<file path="config.mk">
export PLATFORM = sky130hd
export DESIGN_NAME = arrow_sequencer
export DESIGN_NICKNAME = d
export VERILOG_FILES = /design/src/rtl/arrow_sequencer.sv
export SDC_FILE = /design/constraint.sdc
export NUM_CORES = 1
export LEC_CHECK = 0
export CORE_MARGIN = 1
export CORE_UTILIZATION = 40
export CTS_CLUSTER_DIAMETER = 30
export CTS_CLUSTER_SIZE = 16
export DETAILED_ROUTE_END_ITERATION = 8
export DONT_BUFFER_PORTS = 1
export SLEW_MARGIN = 20
export SYNTH_ARGS = -nofsm -noshare
export SYNTH_HDL_FRONTEND = slang
export SYNTH_SLANG_ARGS = --single-unit
</file>
<file path="constraint.sdc">
create_clock -name clk -period 2.7 [get_ports clk]
set_clock_uncertainty 0.15 [all_clocks]
set_input_delay 0.27 -clock clk [delete_from_list [all_inputs] [get_ports clk]]
set_output_delay 0.27 -clock clk [all_outputs]
set_load 0.02 [all_outputs]
</file>
<file path="src/rtl/arrow_sequencer.sv">
`default_nettype none
// ============================================================================
// Module   : arrow_sequencer
// Brief    : Three-slot dance-arrow stream built from a shaped 16-bit Galois
//            LFSR. Define ARROW_SEQ_COUNT_EN to add the step_count output.
// Revision : 1.0 - initial release
// ============================================================================
module arrow_sequencer #(
    parameter logic [15:0] LFSR_SEED     = 16'hACE1,
    parameter int          MAX_REPEAT    = 2,
    parameter int          MAX_EMPTY_RUN = 2
) (
    input  logic       clk,
    input  logic       reset,
    input  logic       run,
    input  logic       pause,
    input  logic       step,
    output logic [2:0] slot0,
    output logic [2:0] slot1,
    output logic [2:0] slot2,
    output logic       step_valid,
    output logic       active
`ifdef ARROW_SEQ_COUNT_EN
    ,
    output logic [7:0] step_count
`endif
);

    localparam logic [15:0] c_SEED    = (LFSR_SEED == 16'h0000) ? 16'h0001 : LFSR_SEED;
    localparam logic [15:0] c_TAPS    = 16'hB400;
    localparam logic [7:0]  c_MAX_REP = 8'(MAX_REPEAT);
    localparam logic [7:0]  c_MAX_EMP = 8'(MAX_EMPTY_RUN);
    localparam logic [2:0]  c_EMPTY   = 3'd4;

    localparam logic [1:0] S_IDLE   = 2'd0;
    localparam logic [1:0] S_RUN    = 2'd1;
    localparam logic [1:0] S_PAUSED = 2'd2;

    logic [1:0]  state_q, state_d;
    logic [2:0]  slot0_q, slot0_d;
    logic [2:0]  slot1_q, slot1_d;
    logic [2:0]  slot2_q, slot2_d;
    logic [15:0] lfsr_q, lfsr_d;
    logic [7:0]  rep_q, rep_d;
    logic [1:0]  last_q, last_d;
    logic [7:0]  empty_q, empty_d;
    logic        valid_q, valid_d;
    logic        active_q, active_d;
`ifdef ARROW_SEQ_COUNT_EN
    logic [7:0]  cnt_q, cnt_d;
`endif

    logic [2:0] cand;
    logic       is_arrow;
    logic [1:0] arrow;
    logic [2:0] code;
    logic       accept;

    assign cand   = lfsr_q[2:0];
    assign accept = (state_q == S_RUN) && run && !pause && step;

    // ------------------------------------------------------------------
    // State register
    // ------------------------------------------------------------------
    always_ff @(posedge clk or negedge reset) begin
        if (!reset) begin
            state_q <= S_IDLE;
        end else begin
            state_q <= state_d;
        end
    end

    // ------------------------------------------------------------------
    // Next-state logic: run low always wins over pause
    // ------------------------------------------------------------------
    always_comb begin
        state_d = state_q;
        case (state_q)
            S_IDLE:   if (run) state_d = S_RUN;
            S_RUN: begin
                if (!run)      state_d = S_IDLE;
                else if (pause) state_d = S_PAUSED;
            end
            S_PAUSED: begin
                if (!run)       state_d = S_IDLE;
                else if (!pause) state_d = S_RUN;
            end
            default:  state_d = S_IDLE;
        endcase
    end

    // ------------------------------------------------------------------
    // Code shaping: raw candidate, anti-empty-run and anti-repeat rules
    // ------------------------------------------------------------------
    always_comb begin
        is_arrow = 1'b1;
        arrow    = lfsr_q[4:3];
        if (cand < 3'd4) begin
            arrow = cand[1:0];
        end else if ((cand == 3'd4) && (empty_q != c_MAX_EMP)) begin
            is_arrow = 1'b0;
        end
        if (is_arrow && (arrow == last_q) && (rep_q == c_MAX_REP)) begin
            arrow = arrow + 2'd1;
        end
        code = is_arrow ? {1'b0, arrow} : c_EMPTY;
    end

    // ------------------------------------------------------------------
    // Output / datapath next values; IDLE (including run fall) reloads all
    // ------------------------------------------------------------------
    always_comb begin
        slot0_d  = slot0_q;
        slot1_d  = slot1_q;
        slot2_d  = slot2_q;
        lfsr_d   = lfsr_q;
        rep_d    = rep_q;
        last_d   = last_q;
        empty_d  = empty_q;
        valid_d  = 1'b0;
        active_d = (state_d != S_IDLE);
`ifdef ARROW_SEQ_COUNT_EN
        cnt_d    = cnt_q;
`endif
        if (state_d == S_IDLE) begin
            slot0_d = c_EMPTY;
            slot1_d = c_EMPTY;
            slot2_d = c_EMPTY;
            lfsr_d  = c_SEED;
            rep_d   = 8'd0;
            last_d  = 2'd0;
            empty_d = 8'd0;
`ifdef ARROW_SEQ_COUNT_EN
            cnt_d   = 8'd0;
`endif
        end else if (accept) begin
            slot2_d = slot1_q;
            slot1_d = slot0_q;
            slot0_d = code;
            valid_d = 1'b1;
            lfsr_d  = {1'b0, lfsr_q[15:1]} ^ (lfsr_q[0] ? c_TAPS : 16'h0000);
            if (is_arrow) begin
                empty_d = 8'd0;
                if (arrow == last_q) begin
                    if (rep_q != c_MAX_REP) rep_d = rep_q + 8'd1;
                end else begin
                    rep_d  = 8'd1;
                    last_d = arrow;
                end
            end else begin
                empty_d = empty_q + 8'd1;
            end
`ifdef ARROW_SEQ_COUNT_EN
            if (cnt_q != 8'hFF) cnt_d = cnt_q + 8'd1;
`endif
        end
    end

    always_ff @(posedge clk or negedge reset) begin
        if (!reset) begin
            slot0_q  <= c_EMPTY;
            slot1_q  <= c_EMPTY;
            slot2_q  <= c_EMPTY;
            lfsr_q   <= c_SEED;
            rep_q    <= 8'd0;
            last_q   <= 2'd0;
            empty_q  <= 8'd0;
            valid_q  <= 1'b0;
            active_q <= 1'b0;
        end else begin
            slot0_q  <= slot0_d;
            slot1_q  <= slot1_d;
            slot2_q  <= slot2_d;
            lfsr_q   <= lfsr_d;
            rep_q    <= rep_d;
            last_q   <= last_d;
            empty_q  <= empty_d;
            valid_q  <= valid_d;
            active_q <= active_d;
        end
    end

`ifdef ARROW_SEQ_COUNT_EN
    always_ff @(posedge clk or negedge reset) begin
        if (!reset) begin
            cnt_q <= 8'd0;
        end else begin
            cnt_q <= cnt_d;
        end
    end

    assign step_count = cnt_q;
`endif

    assign slot0      = slot0_q;
    assign slot1      = slot1_q;
    assign slot2      = slot2_q;
    assign step_valid = valid_q;
    assign active     = active_q;

endmodule
`default_nettype wire

</file>
# Yosys cells after proc, flatten, opt, wreduce, memory -nomap -nowiden
# Cells that the tools add are included.
# word_totals
input_bits,5
wordCells,73
ff_bits,47
# op_classes
n_eq_ne,10
add_sub_neg,3
bitwise,1
n_mux,34
magnitude_cmp,1
n_reduce_logical,14
# op_table
operator,count
$mux 8,8
$mux 16,3
$mux 2,11
$mux 3,7
$add 8x1->8 const B,2
$ne 8x2->1 const B,2
$xor 15x16->16,1
$eq 8x2->1 const B,1
$logic_and 1x1->1,6
$pmux 2 s3,1
$reduce_and 3->1,2
$reduce_bool 2->1,3
$eq 2x2->1,2
$logic_not 2->1,2
$mux 1,4
$eq 3x3->1 const B,1
$lt 3x3->1 const B,1
$ne 3x2->1 const B,1
$add 2x1->2 const B,1
$eq 2x1->1 const B,1
$eq 2x2->1 const B,1
$ne 2x2->1 const B,1
$logic_not 1->1,1

# Depth between registers and ports, before layout
# Gate-level depths: netlist of the first run.
# logic_depth
word_depth,12
depth_mapped,7

# Least setup slack after synthesis of the first run
# No wires, ideal clock.
# synth_timing
path_kind,register to register
start,reg lfsr_q[0]
end,reg rep_q[3]
n_path_buf,1
required_ps,2468
slack_ps,647
t_arrival_ps,1822
path_stages_with_launch,7
setup_time_ps,82
cell_sequence,dfstp_2 > buf_6 > mux2_4 > xor2_1 > or2_4 > or4_1 > a31oi_1
# synth_between
elab_chain_cells,12
elab_cells_between_ends,19
cone_classes,1 x add/sub; 1 x order compare; 4 x eq/ne; 8 x mux; 5 x reduce/logical
# synth_lines
element,line_no,text
"start, declared",43,"logic [15:0] lfsr_q, lfsr_d;"
"start signal, assigned",164,lfsr_q <= c_SEED;
"start signal, assigned",174,lfsr_q <= lfsr_d;
branches (longest 12 deep; another with $lt 3x3->1),-,
"end signal, assigned",175,rep_q <= rep_d;
"end, declared",44,"logic [7:0] rep_q, rep_d;"
# Parallel ways; which one is timed is not known. The select of a mux whose other input is x is not followed.
# A chain may end at the register's enable or synchronous reset.

# Final worst setup path of the first run
# layout_timing
start,reg empty_q[5]
end,reg last_q[1]
# layout_between
elab_chain_cells,11
elab_cells_between_ends,15
cone_classes,3 x eq/ne; 7 x mux; 5 x reduce/logical
# layout_lines
element,line_no,text
"start, declared",46,"logic [7:0] empty_q, empty_d;"
"start signal, assigned",177,empty_q <= empty_d;
$ne 8x2->1 *,100,end else if ((cand == 3'd4) && (empty_q != c_MAX_EMP)) begin
$logic_and 1x1->1 *,100,
$mux 1 *,100,
$mux 1 *,98,if (cand < 3'd4) begin
$logic_and 1x1->1 (2 in series),103,if (is_arrow && (arrow == last_q) && (rep_q == c_MAX_REP)) begin
$mux 2,103,
$mux 2,144,if (arrow == last_q) begin
$mux 2,142,if (is_arrow) begin
$mux 2,136,end else if (accept) begin
$mux 2,125,if (state_d == S_IDLE) begin
"end signal, assigned",176,last_q <= last_d;
"end, declared",45,"logic [1:0] last_q, last_d;"
# Mark *: on every way between the ends. The rest lies on a longest branch, timed or not. The select of a mux whose other input is x is not followed.

==> summary.txt, run 1 <==
Placed design
  • DP HPWL: 3006 um
  • Final Wtd Congestion: 0.7952
  • I/O Buffers: 0

CTS
  • Setup bufs post-CTS: 0
  • Clock latency on the worst-skew pair: 300 ps
  • Clock slew at reported path FFs: 90 ps
  • Cts bufs inserted: 5
  • TritonCTS clock tree: yes
  • Post-CTS sizing: 0
  • Clock Sinks: 47
  • H-tree depth: 2
  • Clock Tree Buf Depth: 2
  • CTS root buf: clkbuf_8
  • CTS Hold Buffers Added: 5

Die
  • Core ar.: 5507 sq um
  • Die area: 6005 sq um
  • Chip height: 77.50 um
  • Starting Density: 0.4140
  • # rows: 27
  • I/O pin cnt: 16
  • Die Width: 77.50 um

Power
  • Combinational power share: 0.067
  • Tot Pwr: 1.378 mW
  • Power per Cell Area: 542.2 nW/um^2
  • Clk pwr share: 0.400
  • Sequential Power Share: 0.533
  • Sw Share: 0.2330
  • Peak supply drop: 0.0002391 V
  • Sw Pwr: 0.3211 mW
  • Leak: 1.097 nW
  • P_int: 1.057 mW

Finish
  • Filler cell count: 528
  • Share of cells above drive strength 1: 0.1240
  • Synth-to-Final Area Change: 11.47%
  • Final #Nets: 258
  • # diodes: 0

Yosys
  • Largest cells by area after synthesis: dfrtp_1, dfstp_2, nand2_1
  • Cell with the most instances after synthesis: nand2_1
  • Post-synthesis instance area: 2280 sq um
  • Yosys top cell area share: 0.3952
  • Most frequent cells after synthesis: nand2_1, dfrtp_1, nor2_1
  • Syn Area/Cell: 9.343 sq um
  • Top FF cell, synth: dfrtp_1
  • Post-synth EDFFs: 0
  • Area leader, netlist: dfrtp_1
  • Post-synth cell types: 42
  • Ys Warns: 0
  • Sequential area share after synthesis: 0.5220
  • Async S/R FF share, synth: 1.000
  • #FFs+latches synth: 47
  • Post-Syn Instances: 244
  • Syn Nets: 253

Routing
  • Detailed Route Iter0 Violations: 114
  • Drt pass-1 iters: 4
  • Final ANT Viol Nets: 0
  • Routed wire length: 4536 um
  • Via count: 1732
  • Residual DRC: 0
  • Wirelength per Cell: 14.09 um
  • Vias/cell: 5.379

Timing
  • Final Hold Vio Count: 0
  • Final worst-path cycle share: 0.8641
  • Slew HR: 0.6400
  • Setup TNS: 0 ps
  • Slew Limit Fails: 0
  • Post-route minimum period: 2333 ps
  • Unrepaired setup endpoints after global routing: no
  • Worst-margin pin slew: 537.9 ps
  • Final setup viols: 0
  • Fmax: 428.6 MHz

Global route
  • Total congestion overflow: 0
  • Largest net degree at the start of global routing: 48
  • Antenna violations before repair: 0
  • Global-route usage over all layers: 0.1694
  • First-pass GRT wire length: 8135 um
  • Vias in the first global route: 1751

Worst setup path
  • Worst-path maximum fanout: 5
  • Cell family with most CP delay: simple AND/OR/NAND/NOR gates
  • Worst setup path class: register to register
  • CP max stage cell: nor4_1
  • Reg2reg start: empty_q[5]
  • Most frequent CP cell: nor4_1
  • Worst Path Buf+Inv: 0
  • Worst endpoint required time: 2750 ps
  • Worst setup path startpoint: empty_q[5]
  • Worst setup EP type: register
  • Cell Chain, Critical Path: nor4_1, a31oi_2, nor4_1, xor2_1, o32ai_1
  • CP startpoint kind: register
  • Crit-path max cell delay: 510 ps
  • CP Data Arrival Time: 2380 ps

Worst hold path
  • Hold WC Path Type: input port to register
  • HP Start: pause

Run
  • Max Cap Viol: 0

Outcome
  • Status: finished clean
cell type report:
| cell class | count | area, sq um | share of cell area |
|---|---|---|---|
| sequential | 47 | 1190 | 0.4682 |
| multi-input combinational | 179 | 1012 | 0.3983 |
| timing repair buffer | 10 | 105.1 | 0.04136 |
| tap | 72 | 90.09 | 0.03545 |
| clock buffer | 6 | 82.58 | 0.03250 |
| clock inverter | 2 | 38.79 | 0.01526 |
| inverter | 6 | 22.52 | 0.008863 |
routing by layer:
layer	GRT usage	share of wire	vias up
li1	-	-	866
met1	0.2302	0.50	832
met2	0.2655	0.46	30
met3	0.03647	0.033	4
met4	0.06038	0.0053	0
met5	0	0	-
sequential cells by signal (all words and copies together), names as in the netlist:
| register | flops |
|---|---|
| slot1 | 3 |
| rep_q | 8 |
| empty_q | 8 |
| active | 1 |
| step_valid | 1 |
| lfsr_q | 16 |
| last_q | 2 |
| state_q | 2 |
| slot2 | 3 |
| slot0 | 3 |
worst paths after layout:
| path | slack, ps | endpoint | depth (start not counted) |
|---|---|---|---|
| setup / recovery | 370 | last_q[1] | 5 |
| hold / removal | 40 | state_q[0] | 2 |
| setup reg to reg | 370 | last_q[1] | 5 |
| hold reg to reg | 340 | lfsr_q[4] | 2 |
| max in group asynchronous | 1780 | slot0[2] | 2 |
| min in group asynchronous | 340 | slot1[0] | 2 |
logic make-up after synthesis:
kind of cell,synth area share
compound gates,0.1120
buf+inv,0.03403
fa+ha+maj,0.02195
xor+xnor,0.04610
flops,0.5220
simple gates,0.2486
mux,0.01537
layout by cell type, fill, tap and decap left out, types with 2 or more instances in the layout:
master         count
nor3_1            14
o21ai_0            5
dlygate4sd3_1      4
o21a_1             2
buf_4              5
xnor2_1            7
ha_1               4
o2111ai_1          2
mux2i_1            2
o22ai_1            2
nand4_1            4
xor2_1             5
a211oi_1           2
clkbuf_8           6
inv_1              6
and3_1             3
nor2_1            31
or4_1              2
a41oi_1            3
a21oi_1            8
dfrtp_1           36
nor4_1             5
a31oi_1            3
nand3_1           18
nand2_1           38
dfstp_2           11
nand2b_1           3
o31ai_1            2
o211ai_1           2
per-stage QoR:
step                      utilization  std cells  worst slack (ps)  hold slack, ps  area (sq um)
after global placement         0.4272        309             428.6          -174.2          2352
after floorplan                     -        244             646.6          -175.6          2280
after CTS                      0.4615        322             378.5           32.28          2541
after detailed placement       0.4272        309             366.3          -174.2          2352
after global routing           0.4615        322             172.6           45.70          2541
final                          0.4615        322             366.9           36.08          2541
power groups by stage:
stage / Combinational, mW / Clock, mW / Sequential (mW)
global route: 0.105 / 0.592 / 0.737
detailed placement: 0.0696 / 0 / 0.748
global placement: 0.0693 / 0 / 0.747
finish: 0.0924 / 0.551 / 0.735
floorplan: 0.0562 / 0 / 0.744
CTS: 0.0940 / 0.565 / 0.735
worst register-to-register path, stage by stage, from the launching register on:
cell	delay, ps
dfrtp_1	410
nor4_1	470
a31oi_2	260
nor4_1	510
xor2_1	160
o32ai_1	280
Power figures use the tool's default switching activity.
==> run 2: changes to the inputs <==
==> constraint.sdc (replaced) <==
create_clock -name clk -period 2.7 [get_ports clk]
set_clock_uncertainty 0.15 [all_clocks]
set_input_delay 0.54 -clock clk [delete_from_list [all_inputs] [get_ports clk]]
set_output_delay 0.54 -clock clk [all_outputs]
set_load 0.02 [all_outputs]
==> run 2 against run 1 <==
Clock power is essentially flat. Total power fell by 0.26%. Sequential share of layout area up 0.70 points. Via count is 0.81% higher. Non-clock buffer count decreased by 4. Final area decreased by 1.5%. Final cell count fell by 1.2%. Critical path type unchanged. Register-to-register slack about the same.
==> summary.txt, run 2 (synthesis results as in run 1) <==
Worst setup path
  • Worst setup path startpoint: empty_q[5]
  • CP startpoint kind: register
  • Worst-path maximum fanout: 5 (unchanged)
  • Reg2reg start: empty_q[5]
  • Worst R2R Setup Slack: 370 ps (about the same)
  • Worst setup EP type: register
  • CP Data Arrival Time: 2380 ps (about the same)
  • Worst setup path class: register to register
  • Worst endpoint required time: 2750 ps (about the same)

Power
  • Leak: 1.081 nW (-1.5%)
  • Peak supply drop: 0.0002165 V (-9.5%)
  • Power per Cell Area: 548.9 nW/um^2 (+1.2%)

Routing
  • Via count: 1746 (+0.81%)
  • Wirelength per Cell: 14.40 um (+2.2%)
  • Final ANT Viol Nets: 0 (unchanged)
  • Residual DRC: 0 (unchanged)
  • Detailed Route Iter0 Violations: 81 (-29%)
  • Drt pass-1 iters: 4 (unchanged)
  • Vias/cell: 5.491 (+2.1%)
  • Routed wire length: 4578 um (+0.93%)

Global route
  • Total congestion overflow: 0 (unchanged)
  • Largest net degree at the start of global routing: 48 (unchanged)
  • First-pass GRT wire length: 8155 um (+0.25%)
  • Global-route usage over all layers: 0.1730 (+0.003589)
  • Vias in the first global route: 1729 (-1.3%)
  • Antenna violations before repair: 0 (unchanged)

CTS
  • H-tree depth: 2 (unchanged)
  • Cts bufs inserted: 5 (unchanged)
  • Setup bufs post-CTS: 0 (unchanged)
  • TritonCTS clock tree: yes
  • Clock Sinks: 47 (unchanged)
  • CTS root buf: clkbuf_8
  • Clock Tree Buf Depth: 2 (unchanged)
  • Clock slew at reported path FFs: 90 ps (about the same)
  • Clock latency on the worst-skew pair: 300 ps (about the same)

Timing
  • Slew Limit Fails: 0 (unchanged)
  • Slew HR: 0.6513 (+0.01124)
  • Final Hold Vio Count: 0 (unchanged)
  • Fmax: 429.2 MHz (+0.14%)
  • Worst-margin pin slew: 521.2 ps (-16.80 ps)
  • Post-route minimum period: 2330 ps (-3.233 ps)
  • Final setup viols: 0 (unchanged)
  • Setup TNS: 0 ps (unchanged)
  • Unrepaired setup endpoints after global routing: no
  • Final worst-path cycle share: 0.8629 (-0.001197)

Die
  • I/O pin cnt: 16 (unchanged)
  • Starting Density: 0.4140 (unchanged)
  • # rows: 27 (unchanged)
  • Core ar.: 5507 sq um (unchanged)
  • Die area: 6005 sq um (unchanged)
  • Chip height: 77.50 um (unchanged)
  • Die Width: 77.50 um (unchanged)

Placed design
  • Final Wtd Congestion: 0.7985 (+0.41%)
  • Area after DPL: 2345 sq um (-0.32%)
  • I/O Buffers: 0 (unchanged)
  • DP HPWL: 3018 um (+0.39%)
  • # placed instances: 308 (-0.32%)

Finish
  • Finished Layout Cells: 318 (-1.2%)
  • Final #Nets: 254 (-1.6%)
  • Number of flip-flops in the largest register: 16 (unchanged)
  • Final Util: 0.4547 (-0.006817)
  • Share of cells above drive strength 1: 0.1220 (-0.002049)
  • Most frequent cells in the layout: nand2_1, dfrtp_1, nor2_1, nand3_1, nor3_1
  • Top reg by flops: lfsr_q
  • Commonest non-fill, non-tap cell in the layout: nand2_1
  • Biggest regs: lfsr_q: 16 flops, empty_q: 8 flops, rep_q: 8 flops
  • Synth-to-Final Area Change: 9.824%
  • Final Cell Area: 2504 sq um (-1.5%)
  • # diodes: 0 (unchanged)

Run
  • Max Cap Viol: 0 (unchanged)

Worst hold path
  • HP Start: pause
  • Hold WC Path Type: input port to register

Outcome
  • Status: finished clean
[run 2: area by class of cell]
| type | instances | area [sq um] |
|---|---|---|
| Clock buffer | 6 | 82.58 |
| Clock inverter | 2 | 38.79 |
| Fill cell | 528 | 3003 |
| Inverter | 6 | 22.52 |
| Multi-Input combinational cell | 179 | 1012 |
| Sequential cell | 47 | 1190 |
| Tap cell | 72 | 90.09 |
| Timing Repair Buffer | 6 | 67.56 |
[run 2: final timing paths]
check                                   to  cells past startpoint
worst max register to register   last_q[1]                      5
max in group asynchronous         slot0[2]                      2
min in group asynchronous         slot1[0]                      2
worst max-delay path             last_q[1]                      5
worst min register to register  lfsr_q[14]                      2
worst min-delay path            state_q[1]                      2
[run 2: power breakdown]
group / internal, mW / total [mW] / switching, mW
combinational: 0.0287 / 0.0887 / 0.0600
clock: 0.305 / 0.551 / 0.247
sequential: 0.720 / 0.734 / 0.0143
[run 2: per-layer routing]
layer | GRT usage | wire length (um) | vias to the layer above | share of wire
met1 | 0.2342 | 2254 | 857 | 0.49
met4 | 0.06604 | 75 | 0 | 0.016
met5 | 0 | 0 | - | 0
met3 | 0.04235 | 168 | 7 | 0.037
li1 | - | - | 856 | -
met2 | 0.2664 | 2080 | 26 | 0.45
[run 2: timing repair]
| item | CTS | global route |
|---|---|---|
| gates resized for setup | 0 | 0 |
| hold buffers | 2 | 0 |
| endpoints found under the hold margin | 47 | 0 |
[run 2: worst max-delay path, cell delays in order, from the launching register on]
cell	delay, ps
dfrtp_1	410
nor4_1	480
a31oi_2	240
nor4_1	500
xor2_1	150
o32ai_1	300
[run 2: metrics by stage]
step / power, mW / hold slack [ps] / setup slack (ps)
finish: 1.374 / 192.6 / 370.1
global route: 1.430 / 195.8 / 133.8
detailed placement: 0.8171 / 95.64 / 393.7
floorplan: 0.8000 / 94.41 / 646.6
global placement: 0.8170 / 95.75 / 445.5
CTS: 1.387 / 187.3 / 376.5
==> run 3: changes to the inputs <==
--- a/config.mk
+++ b/config.mk
@@ -6,11 +6,12 @@
 export NUM_CORES = 1
 export LEC_CHECK = 0
 export CORE_MARGIN = 1
-export CORE_UTILIZATION = 40
+export CORE_UTILIZATION = 62
 export CTS_CLUSTER_DIAMETER = 30
 export CTS_CLUSTER_SIZE = 16
 export DETAILED_ROUTE_END_ITERATION = 8
 export DONT_BUFFER_PORTS = 1
+export PLACE_DENSITY = 0.78
 export SLEW_MARGIN = 20
 export SYNTH_ARGS = -nofsm -noshare
 export SYNTH_HDL_FRONTEND = slang
==> run 3 against run 2 <==
Sequential power is essentially flat. Final area is 2.1% lower. Setup slack better by 9.3 ps. Global-route usage up 10 points. Register-to-register slack is essentially flat. Maximum frequency rose by 0.40%. Total power decreased by 2.5%. Critical path depth is 1 higher. Critical path type unchanged. Largest cell class unchanged.
==> summary.txt, run 3 (synthesis results as in run 1) <==
Finish
  • Synth-to-Final Area Change: 7.519%
  • # diodes: 0 (unchanged)
  • Commonest non-fill, non-tap cell in the layout: nand2_1
  • Biggest regs: lfsr_q: 16 flops, empty_q: 8 flops, rep_q: 8 flops
  • Most frequent cells in the layout: nand2_1, dfrtp_1, nor2_1, nand3_1, nor3_1
  • Final #Nets: 254 (unchanged)
  • Share of cells above drive strength 1: 0.1179 (-0.004065)
  • Final Util: 0.7176 (+0.2629)
  • Number of flip-flops in the largest register: 16 (unchanged)
  • Top reg by flops: lfsr_q

CTS
  • Clock Tree Buf Depth: 2 (unchanged)
  • Post-CTS sizing: 0 (unchanged)
  • CTS root buf: clkbuf_4
  • Clock slew at reported path FFs: 130 ps (+40 ps)
  • Cts bufs inserted: 5 (unchanged)
  • Clock Sinks: 47 (unchanged)
  • H-tree depth: 2 (unchanged)
  • TritonCTS clock tree: yes
  • Clock latency on the worst-skew pair: 370 ps (+70 ps)

Worst setup path
  • CP Data Arrival Time: 2450 ps (+70 ps)
  • Worst-path maximum fanout: 25 (+20)
  • Worst setup path class: register to register
  • Worst setup EP type: register
  • Worst r2r path cells: 6 (+1)
  • Worst endpoint required time: 2830 ps (+80 ps)
  • CP startpoint kind: register

Timing
  • Worst-margin pin slew: 502.8 ps (-18.36 ps)
  • Slew Limit Fails: 0 (unchanged)
  • Final Hold Vio Count: 0 (unchanged)
  • Final setup viols: 0 (unchanged)
  • Setup TNS: 0 ps (unchanged)
  • Fmax: 430.9 MHz (+0.40%)
  • Post-route minimum period: 2321 ps (-9.268 ps)
  • Final worst-path cycle share: 0.8595 (-0.003433)
  • Slew HR: 0.6640 (+0.01271)
  • Unrepaired setup endpoints after global routing: no

Power
  • Peak supply drop: 0.0003860 V (+78%)
  • Power per Cell Area: 546.4 nW/um^2 (-0.45%)
  • Leak: 1.071 nW (-0.87%)

Routing
  • Vias/cell: 6.253 (+14%)
  • Detailed Route Iter0 Violations: 155 (+91%)
  • Routed wire length: 4815 um (+5.2%)
  • Via count: 1826 (+4.6%)
  • Final ANT Viol Nets: 0 (unchanged)
  • Drt pass-1 iters: 5 (+1)
  • Wirelength per Cell: 16.49 um (+15%)
  • Residual DRC: 0 (unchanged)

Worst hold path
  • WHS Path Cells: 2 (unchanged)
  • Hold WC Path Type: input port to register

Die
  • Starting Density: 0.6674 (+0.2534)
  • Die area: 3923 sq um (-35%)
  • Core ar.: 3416 sq um (-38%)
  • # rows: 21 (-22%)
  • Chip height: 62.64 um (-19%)
  • Die Width: 62.64 um (-19%)
  • I/O pin cnt: 16 (unchanged)

Placed design
  • Final Wtd Congestion: 0.9585 (+20%)
  • DP HPWL: 3130 um (+3.7%)
  • I/O Buffers: 0 (unchanged)

Global route
  • Vias in the first global route: 1815 (+5.0%)
  • Total congestion overflow: 0 (unchanged)
  • Global-route usage over all layers: 0.2779 (+0.1049)
  • Largest net degree at the start of global routing: 48 (unchanged)
  • Antenna violations before repair: 0 (unchanged)
  • First-pass GRT wire length: 8314 um (+1.9%)

Outcome
  • Status: finished clean

Run
  • Max Cap Viol: 0 (unchanged)
run 3: cell count changes in the layout (fill, tap and decap cells not counted), sizes merged:
cell	delta
bufinv	+1
inv	-1
run 3: final cells by class:
type / instances / area, sq um
multi-input combinational: 179 / 1012
sequential: 47 / 1190
tap: 46 / 57.56
inverter: 6 / 22.52
fill: 261 / 964.7
clock buffer: 6 / 41.29
clock inverter: 2 / 60.06
timing repair buffer: 6 / 67.56
run 3: critical path, cell delays in order, from the launching register on:
cell and delay (ps):
dfrtp_1 440, nand2b_1 170, or3_1 480, buf_4 270, o21ai_2 410, nand2_1 110
o22a_1 180
run 3: per-stage QoR:
step / setup WS (ps) / total power [mW] / std cells / hold slack [ps] / area (sq um)
floorplan: 646.6 / 0.8000 / 244 / 94.41 / 2280
global placement: 478.8 / 0.8136 / 282 / 95.53 / 2312
detailed placement: 399.8 / 0.8157 / 282 / 95.61 / 2312
CTS: 369.2 / 1.352 / 292 / 98.21 / 2451
global route: 173.4 / 1.387 / 292 / 89.45 / 2451
finish: 379.4 / 1.339 / 292 / 114.1 / 2451
run 3: final timing paths:
check | startpoint | end | slack [ps]
hold reg to reg | lfsr_q[15] | lfsr_q[14] | 350
setup / recovery | state_q[1] | rep_q[4] | 380
min in group asynchronous | reset | empty_q[7] | 500
hold / removal | pause | state_q[1] | 110
setup reg to reg | state_q[1] | rep_q[4] | 380
max in group asynchronous | reset | lfsr_q[0] | 1630
run 3: per-layer routing:
metal / share of wire / global-route usage / vias to the layer above / wire [um]
met2: 0.48 / 0.4375 / 79 / 2296
met1: 0.43 / 0.3423 / 880 / 2059
met4: 0.027 / 0.1541 / 0 / 131
met5: 0 / 0 / - / 0
li1: - / - / 851 / -
met3: 0.068 / 0.08212 / 16 / 328
run 3: report_power, final:
part / total [mW] / switching [mW] / internal, mW
Combinational: 0.0885 / 0.0598 / 0.0287
Clock: 0.516 / 0.227 / 0.289
Sequential: 0.735 / 0.0147 / 0.720
run 3: what timing repair did:
action,in CTS,in global routing
hold endpoints to repair,47,0
hold buffers,2,0
buffers inserted,0,0
